**src/rtl/can_pkg.sv**
```systemverilog
// Shared types and constants for the CAN frame sequencer: the field
// code seen by the frame consumer, fixed field widths of a standard
// frame, and the data-length helper used when leaving the DLC field.
package can_pkg;

    localparam int ID_BITS  = 11;
    localparam int DLC_BITS = 4;
    localparam int CRC_BITS = 15;

    // Field the sequencer expects the next destuffed bit to belong to.
    typedef enum logic [3:0] {
        IDLE,
        ID,
        RTR,
        IDE,
        R0,
        DLC,
        DATA,
        CRC,
        CRC_DEL,
        ACK,
        ACK_DEL,
        EOF,
        IFS,
        ERROR
    } field_t;

    // Number of data bytes that follow the control field. Remote frames
    // carry no data whatever their DLC; DLC codes above the cap mean
    // "cap bytes".
    function automatic logic [3:0] calc_nbytes(input logic       rtr_bit,
                                               input logic [3:0] dlc_val,
                                               input logic [3:0] max_bytes);
        if (rtr_bit) begin
            return 4'd0;
        end else if (dlc_val > max_bytes) begin
            return max_bytes;
        end else begin
            return dlc_val;
        end
    endfunction

endpackage

```
**src/rtl/can_field_counter.sv**
```systemverilog
// Down-counter that tracks the remaining bits of the current frame field.
// The sequencer loads (field length - 1) on every field entry; the count
// then steps once per accepted bit and 'last' marks the field's final bit.
module can_field_counter (
    input  logic       clkin,
    input  logic       rst,
    input  logic       load,
    input  logic [5:0] load_val,
    input  logic       dec,
    output logic       last,
    output logic       byte_last
);

    logic [5:0] count;

    // Remaining-bit count: load wins over decrement, saturates at zero.
    // NOTE: sequential state uses non-blocking (<=) so every register
    // samples pre-edge values, regardless of block ordering.
    always_ff @(posedge clkin) begin
        if (rst) begin
            count <= '0;
        end else if (load) begin
            count <= load_val;
        end else if (dec && (count != 6'd0)) begin
            count <= count - 6'd1;
        end
    end

    assign last = (count == 6'd0);

    // Data fields are loaded with 8*n-1, so the low three bits reach zero
    // exactly on the 8th bit of every byte.
    assign byte_last = (count[2:0] == 3'd0);

endmodule

```
**src/rtl/can_frame_sequencer.sv**
```systemverilog
// CAN receive-path frame sequencer for standard (11-bit ID) data and
// remote frames. Follows the destuffed bit stream field by field, keeps
// the unstuffer enabled from SOF through the last CRC bit, captures the
// frame contents and flags form and stuff errors. After an error it waits
// for a run of recessive bits before accepting a new SOF.
module can_frame_sequencer
    import can_pkg::*;
#(
    parameter int EOF_BITS       = 7,
    parameter int IFS_BITS       = 3,
    parameter int IDLE_RECESSIVE = 11,
    parameter int MAX_BYTES      = 8
) (
    input  logic        clkin,
    input  logic        rst,
    input  logic        bit_en,
    input  logic        rxbit,
    input  logic        stuff_err,
    output logic        unstuff_en,
    output field_t      field,
    output logic [10:0] id,
    output logic        rtr,
    output logic [3:0]  dlc,
    output logic [7:0]  data_byte,
    output logic        data_valid,
    output logic [14:0] crc_rx,
    output logic        ack_seen,
    output logic        frame_done,
    output logic        form_err,
    output logic        stuff_fail
);

    field_t      field_nxt;
    logic        unstuff_nxt;
    logic        form_nxt;
    logic        stuff_nxt;
    logic        done_nxt;
    logic        dv_nxt;
    logic        sof;
    logic        stuff_hit;
    logic [3:0]  nbytes_nxt;
    logic [6:0]  len_nxt;
    logic        cnt_load;
    logic [5:0]  cnt_val;
    logic        cnt_last;
    logic        cnt_byte_last;
    logic [7:0]  data_sh;

    // A stuff error only matters while the unstuffer is active; it beats
    // any form check on the same bit.
    assign stuff_hit = bit_en && unstuff_en && stuff_err;

    // Byte count as it will be once the final DLC bit is shifted in; only
    // consumed on the DLC -> DATA/CRC transition, when rtr is already held.
    assign nbytes_nxt = calc_nbytes(rtr, {dlc[2:0], rxbit}, 4'(MAX_BYTES));

    can_field_counter u_counter (
        .clkin     (clkin),
        .rst       (rst),
        .load      (cnt_load),
        .load_val  (cnt_val),
        .dec       (bit_en),
        .last      (cnt_last),
        .byte_last (cnt_byte_last)
    );

    // Next-field decode and one-cycle pulse generation for the accepted bit.
    // NOTE: every signal gets a default before the case so no path leaves
    // one unassigned, which would otherwise infer a latch.
    always_comb begin
        field_nxt   = field;
        unstuff_nxt = unstuff_en;
        form_nxt    = 1'b0;
        stuff_nxt   = 1'b0;
        done_nxt    = 1'b0;
        dv_nxt      = 1'b0;
        sof         = 1'b0;
        if (stuff_hit) begin
            field_nxt   = ERROR;
            unstuff_nxt = 1'b0;
            stuff_nxt   = 1'b1;
        end else if (bit_en) begin
            unique case (field)
                IDLE: begin
                    if (!rxbit) begin
                        field_nxt   = ID;
                        unstuff_nxt = 1'b1;
                        sof         = 1'b1;
                    end
                end
                ID: begin
                    if (cnt_last) field_nxt = RTR;
                end
                RTR: begin
                    field_nxt = IDE;
                end
                IDE: begin
                    // Extended frames are not supported.
                    if (rxbit) begin
                        field_nxt   = ERROR;
                        unstuff_nxt = 1'b0;
                        form_nxt    = 1'b1;
                    end else begin
                        field_nxt = R0;
                    end
                end
                R0: begin
                    field_nxt = DLC;
                end
                DLC: begin
                    if (cnt_last) field_nxt = (nbytes_nxt == 4'd0) ? CRC : DATA;
                end
                DATA: begin
                    dv_nxt = cnt_byte_last;
                    if (cnt_last) field_nxt = CRC;
                end
                CRC: begin
                    // Delimiter, ACK and EOF are never stuffed.
                    if (cnt_last) begin
                        field_nxt   = CRC_DEL;
                        unstuff_nxt = 1'b0;
                    end
                end
                CRC_DEL: begin
                    if (!rxbit) begin
                        field_nxt = ERROR;
                        form_nxt  = 1'b1;
                    end else begin
                        field_nxt = ACK;
                    end
                end
                ACK: begin
                    field_nxt = ACK_DEL;
                end
                ACK_DEL: begin
                    if (!rxbit) begin
                        field_nxt = ERROR;
                        form_nxt  = 1'b1;
                    end else begin
                        field_nxt = EOF;
                    end
                end
                EOF: begin
                    if (!rxbit) begin
                        field_nxt = ERROR;
                        form_nxt  = 1'b1;
                    end else if (cnt_last) begin
                        field_nxt = IFS;
                        done_nxt  = 1'b1;
                    end
                end
                IFS: begin
                    // A dominant bit here starts the next frame; overload
                    // frames are not recognised.
                    if (!rxbit) begin
                        field_nxt   = ID;
                        unstuff_nxt = 1'b1;
                        sof         = 1'b1;
                    end else if (cnt_last) begin
                        field_nxt = IDLE;
                    end
                end
                ERROR: begin
                    if (rxbit && cnt_last) field_nxt = IDLE;
                end
                default: begin
                    field_nxt   = IDLE;
                    unstuff_nxt = 1'b0;
                end
            endcase
        end
    end

    // Bit length of the field being entered, used to reload the counter.
    always_comb begin
        len_nxt = 7'd1;
        unique case (field_nxt)
            ID:      len_nxt = 7'(ID_BITS);
            DLC:     len_nxt = 7'(DLC_BITS);
            DATA:    len_nxt = {nbytes_nxt, 3'b000};
            CRC:     len_nxt = 7'(CRC_BITS);
            EOF:     len_nxt = 7'(EOF_BITS);
            IFS:     len_nxt = 7'(IFS_BITS);
            ERROR:   len_nxt = 7'(IDLE_RECESSIVE);
            default: len_nxt = 7'd1;
        endcase
    end

    // Reload on every field change; in ERROR a dominant bit restarts the
    // recessive-run count.
    assign cnt_load = bit_en && ((field_nxt != field) || ((field == ERROR) && !rxbit));
    assign cnt_val  = 6'(len_nxt - 7'd1);

    // Field register, unstuffer enable and the single-cycle pulses.
    always_ff @(posedge clkin) begin
        if (rst) begin
            field      <= IDLE;
            unstuff_en <= 1'b0;
            data_valid <= 1'b0;
            frame_done <= 1'b0;
            form_err   <= 1'b0;
            stuff_fail <= 1'b0;
        end else begin
            field      <= field_nxt;
            unstuff_en <= unstuff_nxt;
            data_valid <= dv_nxt;
            frame_done <= done_nxt;
            form_err   <= form_nxt;
            stuff_fail <= stuff_nxt;
        end
    end

    // Frame content capture: MSB-first shift into the register of the field
    // the accepted bit belongs to. Values persist until overwritten by the
    // next frame, so they remain readable after frame_done.
    always_ff @(posedge clkin) begin
        if (rst) begin
            id        <= '0;
            rtr       <= 1'b0;
            dlc       <= '0;
            data_sh   <= '0;
            data_byte <= '0;
            crc_rx    <= '0;
            ack_seen  <= 1'b0;
        end else if (bit_en && !stuff_hit) begin
            unique case (field)
                ID:   id     <= {id[ID_BITS-2:0], rxbit};
                RTR:  rtr    <= rxbit;
                DLC:  dlc    <= {dlc[DLC_BITS-2:0], rxbit};
                DATA: begin
                    data_sh <= {data_sh[6:0], rxbit};
                    if (cnt_byte_last) data_byte <= {data_sh[6:0], rxbit};
                end
                CRC:  crc_rx <= {crc_rx[CRC_BITS-2:0], rxbit};
                ACK:  ack_seen <= !rxbit;
                default: ;
            endcase
            if (sof) ack_seen <= 1'b0;
        end
    end

endmodule

```
**config.mk**
```make
export PLATFORM = sky130hd
export DESIGN_NAME = can_frame_sequencer
export DESIGN_NICKNAME = d
export VERILOG_FILES = /design/src/rtl/can_pkg.sv /design/src/rtl/can_field_counter.sv /design/src/rtl/can_frame_sequencer.sv
export SDC_FILE = /design/constraint.sdc
export NUM_CORES = 1
export LEC_CHECK = 0
export BUFFER_PORTS_ARGS = -buffer_cell sky130_fd_sc_hd__buf_2
export CAP_MARGIN = 20
export CORE_UTILIZATION = 51
export CTS_CLUSTER_DIAMETER = 80
export DETAILED_ROUTE_END_ITERATION = 16
export PLACE_DENSITY = 0.82
export SETUP_SLACK_MARGIN = 0.1
export SLEW_MARGIN = 10
export SYNTH_ARGS = -nofsm -noshare
export SYNTH_HDL_FRONTEND = slang
export SYNTH_SLANG_ARGS = --single-unit
```
**constraint.sdc**
```tcl
create_clock -name clkin -period 2.8 [get_ports clkin]
set_input_delay 0 -clock clkin [delete_from_list [all_inputs] [get_ports clkin]]
set_output_delay 0 -clock clkin [all_outputs]
set_load 0.01 [all_outputs]
```
* After elaboration in Yosys (flattened, before gate mapping)
Index checks and enable logic that the tools add are counted.
Operators by class: mux-type cells 36, add/sub/neg operators 2, order comparisons 1, bitwise operators 5, reduce and logical (&&, ||, !) cells 33, eq/ne operators 24
Operators with widths (number):
- 4-bit two-way mux | 15
- 4-bit one-hot mux with 14 select lines | 1
- 4-bit == test (second input constant) | 9
- 6-bit one-hot mux with 6 select lines | 1
- 4-bit by 3-bit == test with 1-bit output (second input constant) | 7
- 1-bit two-way mux | 13
- 6-bit two-way mux | 2
- 2-bit AND reduction | 6
- 6-bit by 1-bit subtractor with 6-bit output (second input constant) | 2
- 10-bit OR reduction | 1
- 4-bit by 1-bit == test with 1-bit output (second input constant) | 2
- 4-bit by 2-bit == test with 1-bit output (second input constant) | 2
- 4-bit zero test | 2
- 1-bit logical AND | 7
- 6-bit zero test | 1
- 3-bit two-way mux | 2
- 2-bit inequality test (second input constant) | 3
- 6-bit nonzero test | 1
- 2-bit OR reduction | 3
- 3-bit OR reduction | 2
- 1-bit inverter | 5
- 5-bit AND reduction | 1
- 5-bit OR reduction | 1
- 4-bit > comparator (second input constant) | 1
- 9 further kinds | 11
Word-level totals: bits of input ports 5, bits in registers 62

* Depth between registers and ports, before layout
depth after elaboration 14, depth in mapped cells 15, depth with buffers taken out 13

* By module
From an unflattened synthesis, not the netlist that was laid out.
Second synthesis, totals: cells, all modules 362, area, all modules 3060.4 µm²
Modules (own cells, without submodules):
- can_frame_sequencer | instances 1, area each 2678.8 µm², sequential area each 1121.1 µm², cells each 319
- can_field_counter | instances 1, area each 381.6 µm², sequential area each 120.1 µm², cells each 43

* Least setup slack after synthesis
Ideal clock, no wire load.
kind reg-to-reg, start reg field[2], end reg u_counter.count[4], data arrival time 2.942 ns, library setup time 0.122 ns, setup slack -0.264 ns, cell stages (with the launch flop) 13, required time 2.678 ns, clock period less this slack 3.064 ns, cells stage by stage dfxtp_1 -> buf_2 -> buf_1 -> o2111ai_1 -> a41oi_1 -> a31oi_4 -> or2_4 -> buf_6 -> o21ai_0 -> ha_1 -> nand2_1 -> o311a_1 -> a221o_1
Between the ends: word-level cells in the longest chain between the ends 10, elaborated cells on any way between the ends 43, classes of those cells 1 x add/sub; 21 x eq/ne; 15 x mux; 6 x reduce/logical
RTL lines:
- from (decl) | RTL line can_frame_sequencer.sv:20 | output field_t field,
- from (signal assigned) | RTL line can_frame_sequencer.sv:204 | field <= field_nxt;
- 4-bit two-way mux, on equally long branches | RTL line can_frame_sequencer.sv:159, can_frame_sequencer.sv:147
- 4-bit two-way mux, on equally long branches | RTL line can_frame_sequencer.sv:155, can_frame_sequencer.sv:144
- 4-bit one-hot mux with 14 select lines | RTL line can_frame_sequencer.sv:83 | unique case (field)
- 4-bit two-way mux | RTL line can_frame_sequencer.sv:82 | end else if (bit_en) begin
- 4-bit two-way mux | RTL line can_frame_sequencer.sv:78 | if (stuff_hit) begin
- 4-bit == test / 4-bit by 1-bit == test with 1-bit output (equally long branches) | RTL line can_frame_sequencer.sv:177 | unique case (field_nxt)
- 2-bit OR reduction (no source line)
- 6-bit one-hot mux with 6 select lines | RTL line can_frame_sequencer.sv:177
- 6-bit by 1-bit subtractor with 6-bit output | RTL line can_frame_sequencer.sv:192 | assign cnt_val = 6'(len_nxt - 7'd1);
- 6-bit two-way mux | RTL line can_field_counter.sv:22 | end else if (load) begin
- to (signal assigned) | RTL line can_field_counter.sv:23 | count <= load_val;
- to (signal assigned) | RTL line can_field_counter.sv:25 | count <= count - 6'd1;
- to (decl) | RTL line can_field_counter.sv:14 | logic [5:0] count;
Parallel ways exist; a longest one is shown, timed or not. A chain may end at the register's enable or synchronous reset.

* Final worst setup path
start reg u_counter.count[1], end reg u_counter.count[4]
Between the ends: word-level cells in the longest chain between the ends 11, elaborated cells on any way between the ends 33, classes of those cells 2 x add/sub; 8 x eq/ne; 15 x mux; 8 x reduce/logical
RTL lines:
- 6-bit zero test | RTL line can_field_counter.sv:29 | assign last = (count == 6'd0);
- 4-bit two-way mux, or another cell as far along | RTL line can_frame_sequencer.sv:159 | end else if (cnt_last) begin
- 4-bit two-way mux, on equally long branches | RTL line can_frame_sequencer.sv:155, can_frame_sequencer.sv:144, can_frame_sequencer.sv:164
- 4-bit one-hot mux with 14 select lines | RTL line can_frame_sequencer.sv:83
- 4-bit two-way mux | RTL line can_frame_sequencer.sv:82
- 4-bit two-way mux | RTL line can_frame_sequencer.sv:78
- 4-bit == test / 4-bit by 1-bit == test with 1-bit output (equally long branches) | RTL line can_frame_sequencer.sv:177
- 2-bit OR reduction (no source line)
- 6-bit one-hot mux with 6 select lines | RTL line can_frame_sequencer.sv:177
- 6-bit by 1-bit subtractor with 6-bit output | RTL line can_frame_sequencer.sv:192
- 6-bit two-way mux | RTL line can_field_counter.sv:22
Parallel ways exist; a longest one is shown, timed or not. The select of a mux whose other input is x is not followed.

==> flow_summary.toml <==
[power]
peakVddDrop_mv = 0.679
seq_power_share_pct = 26.8
pwr-share-comb_pct = 51.5
power.density_nw_per_um2 = 812
power.switching_w = 0.00138
totalPowerFinal_w = 0.00369
switching_share_pct = 37.5
p_int_w = 0.00231
p_leak_nw = 1.99
p_clk_share_pct = 21.7

[drt]
ant_nets = 0
drtIter0Drc = 300
vias = 3638
avgRoutedWirePerCell_um = 16.4
first_pass_iters = 5
viasPerCell = 5.92
wirelength_um = 10100
route.detailed.drc = 0

[synth]
syn_area_um2 = 3320
synthDistinctLibCells = 70
ys_ff_latch = 62
synth_edf_count = 0
synth_nets = 426
ys_warn_count = 0
synthCells = 420
synth.yosys.seq_area_share_pct = 37.4
synth_mux_area_share_pct = 7.23
syn_avg_cell_area_um2 = 7.91
synthSimpleGateAreaFrac_pct = 26.7
synthXorXnorAreaFrac_pct = 1.05
synth_flop_cell = "dfxtp_1"
synth_top_family_by_area = "simple AND/OR/NAND/NOR gates"
synthAdderAreaFrac_pct = 0.377
synth-compound-area-share_pct = 21.8
async_flop_share_pct = 0

[floorplanning]
ioPinCount = 54
die_y_um = 82.7
core_area_um2 = 6310
core.rowCount = 29
floorplan.initialDensity_pct = 52.6
die_w_um = 82.7
dieArea_um2 = 6840

[min_path]
hold_depth = 2
min_from = "bit_en"
hold_class = "primary input to flop"
hold_path_end = "stuff_fail"

[sta]
setup_viol = 2
rsz0062_at_grt = "yes"
clock.fmax_mhz = 344
finalHoldViolations = 0
maxSlewViolCount = 0
worstMarginPinSlew_ps = 515
layout_setup_ws_ps = -109
relSlewSlack_pct = 65.5
period_share_pct = 104
final.min_clock_period_ps = 2910
skew_ps = 7.80

[clock_tree]
cts.reportedPaths.clkPinSlew_ps = 70
cts_root_buffer = "clkbuf_8"
cts_buffer_depth = 2
cts_buffers = 9
clk_latency_ps = 350
clock-sinks = 62
cts_max_level = 3
cts_tree = "done"

[setup_path]
critical_path_class = "flop to flop"
critPathBufInv = 0
required_ps = 3040
slowest_stage = "or3_4"
ff2ff_path_depth = 12
cp_max_fo = 7
worstPathArrival_ps = 3150
start_kind = "flop"
critPathCaptureType = "flop"
crit_chain = "or3_4 -> nor2_4 -> o21ai_0 -> a311o_1 -> a31oi_4 -> or2_4 -> o211ai_1 -> o21ai_1 -> ha_2 -> nand2_1 -> o311a_1 -> a221o_1"
r2r_slack_ps = -110
timing.rr.end = "u_counter.count[4]"
max_stage_delay_ps = 440
rr_startpoint = "u_counter.count[1]"
critPathTopFamily = "compound AO/OA/AOI/OAI gates"

[placement]
io_buffers = 53
dp_hpwl_um = 6970
place_area_um2 = 4160
place.gp.congestion = 0.922
dp.cells = 592
place_worst_setup_slack_ps = -149

[grt]
grt_use_total_pct = 29.8
grt_pass1_vias = 3164
antenna_found_initial = 0
grt_max_degree = 50
overflow = 0
grt_pass1_wl_um = 15200

[final_layout]
fin_nets = 539
antenna_cells = 0
finalNonFillerCells = 615
fin_area_um2 = 4550
area_growth_pct = 36.9
drive_above_1_share_pct = 36.1

[run]
maxCapViolations = 0

[status]
status = "finished, violations left"
violations = "negative setup slack"
-- worst reg2reg max path, delay by kind of cell (launching register included) --
| kind | cells | cell delay (ps) |
|---|---|---|
| AOI/OAI and AO/OA | 7 | 1440 |
| adders and majority gates | 1 | 190 |
| DFF | 1 | 350 |
| and+or+nand+nor | 4 | 820 |
-- what timing repair did --
| item | CTS | global route |
|---|---|---|
| gates cloned | 1 | 0 |
| hold buffers | 1 | 0 |
| endpoints found under the setup margin | 4 | 4 |
| pin swaps | 1 | 5 |
| setup buffers | 1 | 4 |
| gates resized for setup | 13 | 16 |
| endpoints found under the hold margin | 3 | 0 |
-- worst max-delay path by stage --
stage / from / to / slack, ps / depth (start not counted)
6_report: u_counter.count[1] / u_counter.count[4] / -110 / 12
5_1_grt: u_counter.count[1] / u_counter.count[4] / -210 / 12
4_1_cts: u_counter.count[2] / u_counter.count[4] / -90 / 12
3_5_place_dp: u_counter.count[3] / u_counter.count[4] / -150 / 13
3_3_place_gp: u_counter.count[3] / u_counter.count[4] / -120 / 13
2_1_floorplan: u_counter.count[3] / u_counter.count[4] / -130 / 14
-- metrics by stage --
stage	hold slack [ps]	utilization (%)	setup TNS, ps
final	62.4	72.1	-141
after global placement	339	65.9	-177
after floorplan	192	-	-130
after detailed placement	341	65.9	-237
after global routing	61.8	72.1	-351
after CTS	32.7	70.6	-174
-- state kept, by name (all words and copies together), names as in the netlist --
signal	flops
field	4
crc_rx	15
data_valid	1
dlc	4
rtr	1
frame_done	1
data_byte	8
data_sh	7
form_err	1
unstuff_en	1
u_counter.count	6
ack_seen	1
stuff_fail	1
id	11
-- Yosys cell counts (all sizes together) (3+ instances only) --
library cell | number | share of area (%)
a211oi | 3 | 0.68
a21o | 3 | 0.68
a21oi | 32 | 4.8
a221o | 3 | 0.90
a31o | 3 | 0.79
a31oi | 5 | 1.4
and2 | 5 | 0.94
and3 | 3 | 0.57
buf | 14 | 2.7
clkbuf | 17 | 1.9
dfxtp | 62 | 37
inv | 8 | 0.90
mux2i | 24 | 7.2
nand2 | 62 | 7.0
nand2b | 4 | 0.75
nand3 | 10 | 1.5
nand3b | 3 | 0.68
nand4 | 6 | 1.1
nand4b | 3 | 0.79
nor2 | 51 | 5.8
nor2b | 6 | 1.1
nor3 | 16 | 2.7
o211ai | 4 | 1.1
o21ai | 20 | 3.0
o22ai | 4 | 0.75
or2 | 7 | 1.4
-- cell type report --
| class | instances | area, µm² |
|---|---|---|
| well taps | 77 | 96.3 |
| clock buffers | 9 | 124 |
| flip-flops and latches | 62 | 1250 |
| fillers | 504 | 1760 |
| repair buffers | 133 | 938 |
| inverters | 8 | 30.0 |
| multi-input cells | 319 | 2030 |
| clock inverters | 7 | 80.1 |
-- placed cells by master (no fill, tap or decap), drive strengths merged, types with 2 or more instances in the layout --
master | netlist | layout
nand2 | 62 | 62
nand2b | 4 | 4
nor4 | 2 | 2
xor2 | 2 | 2
a221o | 3 | 3
a311oi | 2 | 2
nand3b | 3 | 3
and3b | 2 | 2
a31oi | 5 | 5
xnor2 | 2 | 2
o31a | 2 | 2
nand4b | 3 | 3
o31ai | 2 | 2
dfxtp | 62 | 62
or2 | 7 | 7
a21o | 3 | 3
mux2i | 24 | 24
o22ai | 4 | 4
nand4 | 6 | 6
a221oi | 2 | 2
inv | 8 | 11
a22oi | 2 | 2
or3 | 2 | 2
clkbuf | 17 | 9
nor3 | 16 | 16
a31o | 3 | 3
nor2 | 51 | 51
nand3 | 10 | 10
buf | 14 | 131
and2 | 5 | 5
and3 | 3 | 3
a211oi | 3 | 3
nor2b | 6 | 6
clkinvlp | 0 | 2
o21ai | 20 | 20
o211ai | 4 | 4
a21oi | 32 | 32
-- metal layers --
metal | routed length (µm) | track usage [%] | vias to the layer above | share of wire [%]
met5 | 0 | 0 | - | 0
met4 | 325 | 13.3 | 0 | 3.2
met3 | 667 | 6.15 | 38 | 6.6
met2 | 4770 | 48.0 | 164 | 47
met1 | 4290 | 38.2 | 1703 | 43
li1 | - | - | 1733 | -
-- power by group through the flow --
stage	Clock (W)	Sequential (W)	Combinational, W
6_report	0.000802	0.000989	0.00190
5_1_grt	0.000863	0.000993	0.00204
4_1_cts	0.000825	0.000980	0.00172
3_5_place_dp	0	0.000996	0.00162
3_3_place_gp	0	0.000991	0.00160
2_1_floorplan	0	0.00101	0.000973
-- cell families (layout without fill, tap and decap cells) --
family	count (synthesis)	count (layout)
adder cells (fa/ha/maj)	1	1
AO/OA/AOI/OAI	105	105
XOR/XNOR	4	4
AND/OR/NAND/NOR	185	185
multiplexers	24	24
buffers and inverters	39	157
flip-flops	62	62
(Power assumes the default switching activity.)
